<file path="src/rtl/sub_d_collect_d.sv">
// sub_d_collect_d: samples sub_d's outputs every clock, queues each change of the
// 4-bit result word in a small FIFO and drains it through a valid/ready port.
module sub_d_collect_d #(
    parameter int DEPTH = 4,
    parameter int CNT_W = 8
) (
    input  logic                   clk_d,
    input  logic                   rst_n_d,
    input  logic                   en_d,
    input  logic                   testo1_d,
    input  logic [1:0]             testo2_d,
    input  logic                   testo1_sub_d,
    output logic                   out_valid_d,
    input  logic                   out_ready_d,
    output logic [3:0]             out_data_d,
    output logic [$clog2(DEPTH):0] fifo_level_d,
    output logic                   overflow_d,
    input  logic                   clr_ovf_d,
    output logic [CNT_W-1:0]       evt_cnt_d
);

    localparam int AW = $clog2(DEPTH);
    localparam logic [AW:0]      FULL_LVL = (AW+1)'(DEPTH);
    localparam logic [AW:0]      ONE_LVL  = (AW+1)'(1);
    localparam logic [AW-1:0]    ONE_PTR  = AW'(1);
    localparam logic [CNT_W-1:0] ONE_CNT  = CNT_W'(1);

    logic [3:0]    smp;
    logic          smp_en;
    logic [3:0]    last;
    logic [3:0]    mem [DEPTH];
    logic [AW-1:0] wr_ptr;
    logic [AW-1:0] rd_ptr;
    logic [AW:0]   level;
    logic          evt;
    logic          pop;
    logic          push;
    logic          full;
    logic          drop;

    // Stage 1: register the raw inputs and the enable that qualifies them.
    always_ff @(posedge clk_d or negedge rst_n_d) begin
        if (!rst_n_d) begin
            smp    <= '0;
            smp_en <= 1'b0;
        end else begin
            smp    <= {testo1_sub_d, testo2_d, testo1_d};
            smp_en <= en_d;
        end
    end

    always_comb begin
        evt  = smp_en && (smp != last);
        full = (level == FULL_LVL);
        pop  = out_valid_d && out_ready_d;
        push = evt && (!full || pop);
        drop = evt && full && !pop;
    end

    // Stage 2: last only moves on an event, so it holds across en_d=0 stretches.
    always_ff @(posedge clk_d or negedge rst_n_d) begin
        if (!rst_n_d) begin
            last <= '0;
        end else if (evt) begin
            last <= smp;
        end
    end

    always_ff @(posedge clk_d or negedge rst_n_d) begin
        if (!rst_n_d) begin
            for (int unsigned i = 0; i < DEPTH; i++) begin
                mem[i] <= '0;
            end
        end else if (push) begin
            mem[wr_ptr] <= smp;
        end
    end

    // Pointers are AW bits wide and DEPTH is a power of two, so they wrap naturally.
    always_ff @(posedge clk_d or negedge rst_n_d) begin
        if (!rst_n_d) begin
            wr_ptr <= '0;
            rd_ptr <= '0;
            level  <= '0;
        end else begin
            if (push) begin
                wr_ptr <= wr_ptr + ONE_PTR;
            end
            if (pop) begin
                rd_ptr <= rd_ptr + ONE_PTR;
            end
            case ({push, pop})
                2'b10:   level <= level + ONE_LVL;
                2'b01:   level <= level - ONE_LVL;
                default: level <= level;
            endcase
        end
    end

    // A drop in the same cycle as a clear keeps the flag set.
    always_ff @(posedge clk_d or negedge rst_n_d) begin
        if (!rst_n_d) begin
            overflow_d <= 1'b0;
        end else if (drop) begin
            overflow_d <= 1'b1;
        end else if (clr_ovf_d) begin
            overflow_d <= 1'b0;
        end
    end

    always_ff @(posedge clk_d or negedge rst_n_d) begin
        if (!rst_n_d) begin
            evt_cnt_d <= '0;
        end else if (evt && (evt_cnt_d != '1)) begin
            evt_cnt_d <= evt_cnt_d + ONE_CNT;
        end
    end

    always_comb begin
        out_valid_d  = (level != '0);
        out_data_d   = out_valid_d ? mem[rd_ptr] : '0;
        fifo_level_d = level;
    end

endmodule

</file>
<file path="config.mk">
export PLATFORM = sky130hd
export DESIGN_NAME = sub_d_collect_d
export DESIGN_NICKNAME = d
export VERILOG_FILES = /design/src/rtl/sub_d_collect_d.sv
export SDC_FILE = /design/constraint.sdc
export NUM_CORES = 1
export LEC_CHECK = 0
export ABC_AREA = 1
export BUFFER_PORTS_ARGS = -buffer_cell sky130_fd_sc_hd__buf_2
export CAP_MARGIN = 20
export CORE_ASPECT_RATIO = 1.25
export CORE_MARGIN = 2
export CORE_UTILIZATION = 45
export DETAILED_ROUTE_END_ITERATION = 8
export GPL_TIMING_DRIVEN = 0
export SLEW_MARGIN = 20
export SYNTH_ARGS = -nofsm -noshare
export SYNTH_HDL_FRONTEND = slang
export SYNTH_SLANG_ARGS = --single-unit
</file>
<file path="constraint.sdc">
create_clock -name clk_d -period 6.06 [get_ports clk_d]
set_input_delay 1.212 -clock clk_d [delete_from_list [all_inputs] [get_ports clk_d]]
set_output_delay 1.212 -clock clk_d [all_outputs]
set_load 0.01 [all_outputs]
</file>
==> summary.txt, run 1 <==
Clocking
  – Clock Latency Late Sink: 0.29 ns
  – Clock slew at reported path FFs: 0.07 ns
  – CTS tree: built
  – Clock root cell: clkbuf_8
  – # clock sinks: 41
  – H-tree Lvls: 2
  – # hold bufs at CTS: 0
  – Post-CTS sizing: 0
  – Bufs on Longest Clock Path: 2
  – Postcts setup bufs: 0
  – Inserted Clock Buffers: 5

Global routing
  – Vias in the first global route: 1,484
  – Initial antenna violation count: 0
  – Largest net degree at the start of global routing: 42
  – First-pass GRT wire length: 6800 um
  – Overall fraction of global-route tracks in use: 17.1%
  – Total congestion overflow: 0

Floorplan
  – DIE WIDTH: 64.9 um
  – Core footprint: 4430 sq um
  – I/O pins: 26
  – Number of cell rows: 27
  – Die height: 80.2 um
  – Initial Util: 47.2%
  – Die area: 5200 sq um

Cells and area
  – FILL cells: 439
  – Commonest non-fill, non-tap cell in the layout: nand2_1
  – Final non-filler cell total: 335
  – Commonest non-fill, non-tap cells in the layout: nand2_1 (89), dfrtp_1 (41), buf_2 (27)
  – Nets: 293
  – Layout Utilization: 53.6%
  – Area grow syn2layout: 13.6%
  – Diodes inserted: 0
  – Post-route cell area: 2370 sq um
  – Layout cell share with drive strength beyond 1: 17.3%

Pwr
  – Tot Pwr: 1.04 mW
  – VDD IR max: 0.204 mV
  – Static leakage: 1.27 nW
  – Pwr dens: 439 nW/um^2

Timing
  – Relative slew slack: 41.1%
  – Worst-Margin Slew: 0.884 ns
  – Final setup viols: 0
  – Final worst slack: 3.33 ns
  – Final Critical Period: 2.73 ns
  – Clock skew: 0.00502 ns
  – Final hold vios: 0
  – Fin Hold WS: 0.479 ns
  – Final TNS setup: 0 ns
  – Final Max Tran Viols: 0
  – Period Utilization, post-route: 45.1%
  – Highest Clock Rate: 0.366 GHz
  – RSZ-0062 raised after global routing: false

Place
  – Dpl hpwl: 2840 um
  – Post-placement cell area: 2290 sq um
  – Gpl congestion: 0.764
  – Post-Place Setup Slack: 3.01 ns
  – IO Port Bufs: 25
  – Inst Count DP: 328

Setup path
  – CP top delay family: buffers and inverters
  – CP max FO: 10
  – R2r setup slk: 3.82 ns
  – Most common cell on crit path: buf_2
  – CP max stage delay: 0.32 ns
  – Critical Path AT: 1.52 ns
  – Critical Path Source Type: register
  – CP Capture Type: output port
  – CP max-delay cell: dfrtp_1
  – Worst EP required: 4.85 ns
  – Crit-path cells: buf_2 > inv_1 > o21ai_0 > a21oi_1 > buf_2
  – Buffer and inverter count on the worst path: 3
  – Crit path kind: register to output port

Routing
  – DR pass1 iterations: 4
  – Post-route DRC violation count: 0
  – DR vias/cell: 4.67
  – DR iter-0 viols: 67
  – Via count: 1,565
  – Drt total wl: 3950 um
  – Routed Antenna Nets: 0
  – Wirelength per Cell: 11.8 um

Synth
  – Post-synth top area cell: dfrtp_1
  – Net Count, Synth: 261
  – Gate Count Post-Synth: 245
  – Number of synthesis warnings: 0
  – Synth unique cells: 27
  – Mapped Area: 2090 sq um
  – Top post-synthesis cells by area: dfrtp_1 (49%), nand2_1 (16%), inv_1 (4.1%)
  – Seq cells post-synth: 41
  – Sequential-to-total area share from yosys stat: 49.1%
  – Top cell type's share of synthesized area: 49.1%
  – Synthesized area per cell: 8.52 sq um

Status
  – Status: complete, no violations

Hold path
  – Min-Delay Path Class: register to register

Run
  – Total of max-cap violations: 0
path summary, 6_finish.rpt:
check | start | endpoint | depth (start not counted)
max | rd_ptr[0] | out_data_d[1] | 5
min | mem[2] | mem[2] | 2
max reg2reg | smp[2] | fifo_level_d[2] | 12
min reg2reg | mem[2] | mem[2] | 2
max in group asynchronous | rst_n_d | last[2] | 1
min in group asynchronous | rst_n_d | rd_ptr[0] | 1
state kept, by name (all words and copies together), names as in the netlist:
name and cells:
mem 16, evt_cnt_d 8, last 4, smp 4
fifo_level_d 3, rd_ptr 2, wr_ptr 2, overflow_d 1
smp_en 1
metal layers:
layer	track usage, %	wire, um
met4	6.38	61
met2	29.2	1930
met1	20.9	1830
met5	0	0
met3	3.92	128
final cells by class:
type | instances | area (sq um) | area share [%]
flip-flops and latches | 41 | 1030 | 43.2
multi-input cells | 177 | 953 | 40.2
repair buffers | 25 | 125 | 5.27
inverters | 25 | 98.8 | 4.17
clock buffers | 7 | 86.3 | 3.64
well taps | 58 | 72.6 | 3.06
plain buffers | 2 | 10.0 | 0.422
where the power goes:
| part | switching (mW) | leakage, nW | internal [mW] | total [mW] |
|---|---|---|---|---|
| clock | 0.0863 | 0.0443 | 0.0903 | 0.177 |
| combinational | 0.252 | 0.718 | 0.171 | 0.422 |
| sequential | 0.0741 | 0.510 | 0.368 | 0.442 |
worst min-delay path, stage by stage (launching register included):
cell and delay, ns:
dfrtp_1 0.34, nand2_1 0.05, nand2_1 0.05
Yosys cell counts:
cell type  number
nand2_1        89
dfrtp_1        41
inv_1          23
nor2_1         23
o21ai_0        14
nand3_1         9
ha_1            6
a21oi_1         5
xor2_1          5
nand4_1         4
nor2_4          4
xnor2_1         4
buf_2           2
nand2_8         2
nor2_2          2
fa_1            1
inv_2           1
inv_6           1
nand2_2         1
nand2_4         1
nand3_4         1
nand3b_1        1
nand4_4         1
nor3_1          1
o21ai_1         1
o22ai_1         1
xor2_2          1
cell families (layout without fill, tap and decap cells):
family                     Yosys count  after routing  synth area share [%]
AOI/OAI and AO/OA                   21             21                  5.09
xor gates and xnor gates            10             10                  4.55
adders and majority gates            7              7                  4.55
buffers and inverters               27             59                  5.21
DFF                                 41             41                  49.1
and+or+nand+nor                    139            139                  31.5
No activity file was read; power rests on OpenSTA's default activity.
==> run 2: changes to the inputs <==
--- a/config.mk
+++ b/config.mk
@@ -5,7 +5,7 @@
 export SDC_FILE = /design/constraint.sdc
 export NUM_CORES = 1
 export LEC_CHECK = 0
-export ABC_AREA = 1
+export ABC_AREA = 0
 export BUFFER_PORTS_ARGS = -buffer_cell sky130_fd_sc_hd__buf_2
 export CAP_MARGIN = 20
 export CORE_ASPECT_RATIO = 1.25
@@ -13,6 +13,7 @@
 export CORE_UTILIZATION = 45
 export DETAILED_ROUTE_END_ITERATION = 8
 export GPL_TIMING_DRIVEN = 0
+export PLACE_DENSITY = 0.68
 export SLEW_MARGIN = 20
 export SYNTH_ARGS = -nofsm -noshare
 export SYNTH_HDL_FRONTEND = slang
==> constraint.sdc (replaced) <==
create_clock -name clk_d -period 2.5 [get_ports clk_d]
set_input_delay 0.5 -clock clk_d [delete_from_list [all_inputs] [get_ports clk_d]]
set_output_delay 0.5 -clock clk_d [all_outputs]
set_load 0.01 [all_outputs]
==> summary.txt, run 2 <==
Clocking
  – Clock root cell: clkbuf_8
  – Clock Latency Late Sink: 0.29 ns
  – Inserted Clock Buffers: 5
  – CTS tree: built
  – # clock sinks: 41
  – Bufs on Longest Clock Path: 2
  – H-tree Lvls: 2
  – Clock slew at reported path FFs: 0.07 ns

Synth
  – Synth unique cells: 25
  – Seq cells post-synth: 41
  – Fraction of registers with async set/reset: 100%
  – Top_reg_cell synth: dfrtp_1
  – Number of synthesis warnings: 0
  – Most common cell in the netlist: dfrtp_1
  – Post-synth top area cell: dfrtp_1
  – Top cell type's share of synthesized area: 55.0%
  – Mapped Area: 1870 sq um
  – Post-synth EDFFs: 0
  – Synthesized area per cell: 13.5 sq um
  – Net Count, Synth: 154
  – Gate Count Post-Synth: 138
  – Top post-synthesis cells by area: dfrtp_1 (55%), mux2_2 (7.8%), mux2_1 (6.0%)
  – Most frequent cells after synthesis: dfrtp_1 (41), mux2_2 (13), xor2_1 (11)
  – Sequential-to-total area share from yosys stat: 55.0%

Timing
  – Final Critical Period: 2.35 ns
  – Highest Clock Rate: 0.426 GHz
  – Clock skew: 0.00777 ns
  – Final TNS setup: 0 ns
  – Relative slew slack: 40.6%
  – RSZ-0062 raised after global routing: false
  – Period Utilization, post-route: 93.9%
  – Final hold vios: 0
  – Fin Hold WS: 0.319 ns
  – Final setup viols: 0
  – Final Max Tran Viols: 0
  – Worst-Margin Slew: 0.891 ns

Global routing
  – Top Usage Layer GRT: met2
  – Vias in the first global route: 1,189
  – Met3 Usage GRT: 4.07%
  – Largest net degree at the start of global routing: 42
  – Total congestion overflow: 0
  – First-pass GRT wire length: 5310 um
  – Overall fraction of global-route tracks in use: 15.1%
  – Initial antenna violation count: 0
  – Met1 Track Usage GR: 17.8%
  – Met2 GRT Util: 25.4%

Cells and area
  – Area grow syn2layout: 15.9%
  – Diodes inserted: 0
  – Commonest non-fill, non-tap cells in the layout: dfrtp_1 (39), buf_2 (25), mux2_2 (13)
  – Commonest non-fill, non-tap cell in the layout: dfrtp_1
  – Largest regs: mem x16, evt_cnt_d x8
  – Post-route cell area: 2160 sq um
  – Top reg by flops: mem
  – Nets: 188
  – Layout cell share with drive strength beyond 1: 33.3%
  – FILL cells: 397
  – Layout Utilization: 53.6%
  – Max reg flops: 16

Setup path
  – Crit-path cells: or4b_4 > nor2b_2 > inv_1 > ha_1 > inv_1 > fa_1 > xor2_1 > nor2_1 > xor2_1
  – CP max stage delay: 0.59 ns
  – Critical Path Source Type: register
  – CP endpoint: fifo_level_d[2]
  – Buffer and inverter count on the worst path: 2
  – CP max FO: 6
  – Worst R2R Path Depth: 9
  – Worst r2r dst: fifo_level_d[2]
  – R2r setup slk: 0.15 ns
  – Crit path kind: register to register
  – CP top delay family: simple AND/OR/NAND/NOR gates
  – Reg2reg start: fifo_level_d[0]
  – Worst EP required: 2.71 ns
  – CP Launch Point: fifo_level_d[0]
  – Levels on crit path: 9
  – Critical Path AT: 2.56 ns
  – CP max-delay cell: or4b_4
  – CP Capture Type: register

Floorplan
  – I/O pins: 26
  – DIE WIDTH: 61.6 um
  – Die height: 76.0 um
  – Number of cell rows: 26
  – Initial Util: 46.3%
  – Core footprint: 4030 sq um
  – Die area: 4680 sq um

Routing
  – Post-route DRC violation count: 0
  – Drt total wl: 3060 um
  – DR pass1 iterations: 3
  – DR iter-0 viols: 30
  – DR vias/cell: 4.97
  – Routed Antenna Nets: 0
  – Via count: 1,128
  – Wirelength per Cell: 13.5 um

Run
  – Total of max-cap violations: 0

Hold path
  – Min-Delay Path Class: input port to register

Pwr
  – Tot Pwr: 2.51 mW
  – Pwr dens: 1160 nW/um^2
  – VDD IR max: 0.561 mV
  – Static leakage: 0.994 nW

Place
  – Dpl hpwl: 2280 um
  – IO Port Bufs: 25
  – Post-placement cell area: 2060 sq um
  – Gpl congestion: 0.785

Status
  – Status: complete, no violations
==> run 2: cell types whose count changed after synthesis, moves of 5 or more <==
cell and delta:
nand2_1 -82, o21ai_0 -14, inv_1 -14, mux2_2 +13, a21oi_1 -5, mux2_1 +10, and2_1 +5, nand3_1 -6
xor2_1 +6, nor2_1 -17
==> run 2: how the worst min path moves through the flow <==
stage | start | to | slack (ns) | cells after the start
after floorplan | rst_n_d | evt_cnt_d[0] | 0.20 | 0
after global placement | mem[10] | mem[10] | 0.46 | 1
after detailed placement | mem[8] | mem[8] | 0.47 | 1
after CTS | testo1_sub_d | smp[3] | 0.31 | 1
after global routing | testo1_d | smp[0] | 0.30 | 1
final | testo1_sub_d | smp[3] | 0.32 | 1
==> run 2: metal layers <==
layer	part of all wire, %	wire (um)
met1	40	1220
met2	55	1690
met3	3.4	105
met4	1.3	40
met5	0	0
==> run 2: through the flow <==
stage	setup WS (ns)	instances
after floorplan	0.130	138
after global placement	-0.0989	219
after detailed placement	-0.145	219
after CTS	0.0431	224
after global routing	0.00284	227
final	0.154	227
==> run 2: cell families (layout without fill, tap and decap cells) <==
logic type / after synthesis / after routing / share of synthesized area [%]
adder cells (fa/ha/maj): 7 / 7 / 5.09
multiplexers: 28 / 28 / 19.2
XOR/XNOR: 16 / 16 / 7.51
AO/OA/AOI/OAI: 2 / 2 / 1.81
buffers and inverters: 12 / 45 / 2.61
AND/OR/NAND/NOR: 32 / 32 / 8.78
flip-flops: 41 / 41 / 55.0
==> run 2: power by group <==
part | switching [mW] | internal (mW)
Sequential | 0.199 | 0.927
Combinational | 0.449 | 0.550
Clock | 0.201 | 0.183
==> run 2: what timing repair did <==
action | in CTS | in global routing
gates resized for setup | 1 | 3
endpoints found under the hold margin | 0 | 0
buffers inserted | 0 | 3
setup endpoints to repair | 1 | 1
pin swaps | 0 | 1
hold buffers | 0 | 0
==> run 2: final cells by class <==
class / instances / area [sq um] / share of cell area (%)
flip-flops and latches: 41 / 1030 / 47.5
multi-input cells: 85 / 798 / 36.9
repair buffers: 28 / 148 / 6.82
well taps: 56 / 70.1 / 3.24
clock buffers: 5 / 68.8 / 3.18
inverters: 9 / 33.8 / 1.56
plain buffers: 2 / 11.3 / 0.521
clock inverters: 1 / 5.00 / 0.231
==> run 3: changes to the inputs <==
--- a/config.mk
+++ b/config.mk
@@ -14,6 +14,7 @@
 export DETAILED_ROUTE_END_ITERATION = 8
 export GPL_TIMING_DRIVEN = 0
 export PLACE_DENSITY = 0.68
+export SETUP_SLACK_MARGIN = 0.05
 export SLEW_MARGIN = 20
 export SYNTH_ARGS = -nofsm -noshare
 export SYNTH_HDL_FRONTEND = slang
==> constraint.sdc (replaced) <==
create_clock -name clk_d -period 2.5 [get_ports clk_d]
set_input_delay 0.125 -clock clk_d [delete_from_list [all_inputs] [get_ports clk_d]]
set_output_delay 0.125 -clock clk_d [all_outputs]
set_load 0.01 [all_outputs]
==> summary.txt, run 3 (synthesis gave the netlist of run 2 again) <==
Status
  – Status: complete, no violations

Routing
  – DR iter-0 viols: 36
  – Drt total wl: 3140 um
  – Via count: 1,161
  – Wirelength per Cell: 13.4 um
  – DR pass1 iterations: 4
  – Routed Antenna Nets: 0
  – DR vias/cell: 4.94
  – Post-route DRC violation count: 0

Floorplan
  – Initial Util: 46.3%
  – Die area: 4680 sq um
  – Die height: 76.0 um
  – Number of cell rows: 26
  – Core footprint: 4030 sq um
  – DIE WIDTH: 61.6 um
  – I/O pins: 26

Setup path
  – Reg2reg start: fifo_level_d[1]
  – Worst R2R Path Depth: 10
  – CP max FO: 6
  – CP max-delay cell: or4b_1
  – R2r setup slk: 0.17 ns
  – Critical Path AT: 2.55 ns
  – Worst r2r dst: fifo_level_d[2]
  – Crit path kind: register to register
  – CP Capture Type: register
  – Critical Path Source Type: register
  – Crit-path cells: or4b_1 > buf_6 > nor2b_2 > inv_1 > ha_2 > inv_1 > fa_2 > xor2_1 > nor2_1 > xor2_1
  – Worst EP required: 2.72 ns
  – CP max stage delay: 0.52 ns

Clocking
  – Clock Latency Late Sink: 0.29 ns
  – # clock sinks: 41
  – Inserted Clock Buffers: 5
  – H-tree Lvls: 2
  – CTS tree: built
  – Clock root cell: clkbuf_8
  – Clock slew at reported path FFs: 0.08 ns
  – Bufs on Longest Clock Path: 2

Timing
  – Final hold vios: 0
  – Highest Clock Rate: 0.429 GHz
  – Final Critical Period: 2.33 ns
  – Relative slew slack: 40.5%
  – RSZ-0062 raised after global routing: false
  – Clock skew: 0.00849 ns
  – Final setup viols: 0
  – Final Max Tran Viols: 0
  – Period Utilization, post-route: 93.3%
  – Final TNS setup: 0 ns
  – Worst-Margin Slew: 0.892 ns
  – Fin Hold WS: 0.0254 ns

Run
  – Total of max-cap violations: 0

Place
  – IO Port Bufs: 25
  – Inst Count DP: 219
  – Gpl congestion: 0.785
  – Post-placement cell area: 2060 sq um
  – Dpl hpwl: 2280 um

Global routing
  – First-pass GRT wire length: 5440 um
  – Initial antenna violation count: 0
  – Top Usage Layer GRT: met2
  – Total congestion overflow: 0
  – Vias in the first global route: 1,231
  – Met2 GRT Util: 26.3%
  – Overall fraction of global-route tracks in use: 15.5%
  – Largest net degree at the start of global routing: 42
  – Met1 Track Usage GR: 18.0%
  – Met3 Usage GRT: 4.07%

Hold path
  – Min-delay src: clr_ovf_d
  – Hold Path Sink: overflow_d
  – Hold Path Stages: 2
  – Min-Delay Path Class: input port to register

Cells and area
  – Commonest non-fill, non-tap cell in the layout: dfrtp_1
  – Max reg flops: 16
  – Diodes inserted: 0
  – Final non-filler cell total: 235
  – Top reg by flops: mem
  – FILL cells: 387
  – Post-route cell area: 2240 sq um
  – Area grow syn2layout: 20.2%
  – Nets: 196
  – Largest regs: mem x16, evt_cnt_d x8
  – Commonest non-fill, non-tap cells in the layout: dfrtp_1 (39), buf_2 (25), mux2_2 (13)
  – Layout cell share with drive strength beyond 1: 33.5%

Pwr
  – Pwr dens: 1130 nW/um^2
  – VDD IR max: 0.566 mV
  – Static leakage: 1.03 nW
## run 3: changes by cell type in the layout (fill, tap and decap cells not counted), sizes merged
cell and change:
buf +2, dlygate4sd3 +6
## run 3: per-layer routing
metal	part of all wire (%)	wire length (um)	up-vias
met1	39	1240	583
met4	1.6	51	0
li1	-	-	549
met5	0	0	-
met2	55	1740	23
met3	3.6	112	6
## run 3: worst max-delay path: cells and delay by family, from the launching register on
family | cells | cell delay, ns
xor gates and xnor gates | 2 | 0.29
adders and majority gates | 2 | 0.50
buffers and inverters | 3 | 0.28
DFF | 1 | 0.40
and+or+nand+nor | 3 | 0.79
## run 3: worst max path at each step
stage          cells after the start              end  slack, ns             from
2_1_floorplan                     10  fifo_level_d[2]       0.14  fifo_level_d[0]
3_3_place_gp                      10  fifo_level_d[2]       0.04  fifo_level_d[0]
3_5_place_dp                      10  fifo_level_d[2]      -0.02  fifo_level_d[0]
4_1_cts                           10  fifo_level_d[2]       0.05           smp[2]
5_1_grt                           10  fifo_level_d[2]       0.05           smp[1]
6_report                          10  fifo_level_d[2]       0.17  fifo_level_d[1]
## run 3: timing repair
item	4_1_cts	5_1_grt
pin swaps	1	3
hold buffers	6	0
endpoints found under the hold margin	40	0
endpoints found under the setup margin	1	1
buffers inserted	1	3
resized for setup	1	8
## run 3: where the power goes
group          switching, mW  total, mW  internal, mW  leakage [nW]
Combinational          0.463       1.03         0.568         0.498
Sequential             0.193       1.12         0.926         0.488
Clock                  0.203      0.387         0.183        0.0399
## run 3: area by class of cell
cell class,instances,area (sq um),area share [%]
clock buffer,5,68.8,3.07
clock inverter,1,5.00,0.223
tap,56,70.1,3.12
timing repair buffer,35,215,9.59
buffer,3,22.5,1.00
sequential,41,1030,45.8
multi-input combinational,85,800,35.6
inverter,9,33.8,1.51
## run 3: metrics by stage
step                      power [mW]  setup slack (ns)  util, %
after detailed placement        2.14           -0.0206     51.1
after global routing            2.74            0.0517     55.6
after CTS                       2.56            0.0508     54.7
after floorplan                 1.81             0.141        -
final                           2.54             0.166     55.6
after global placement          2.07            0.0417     51.1
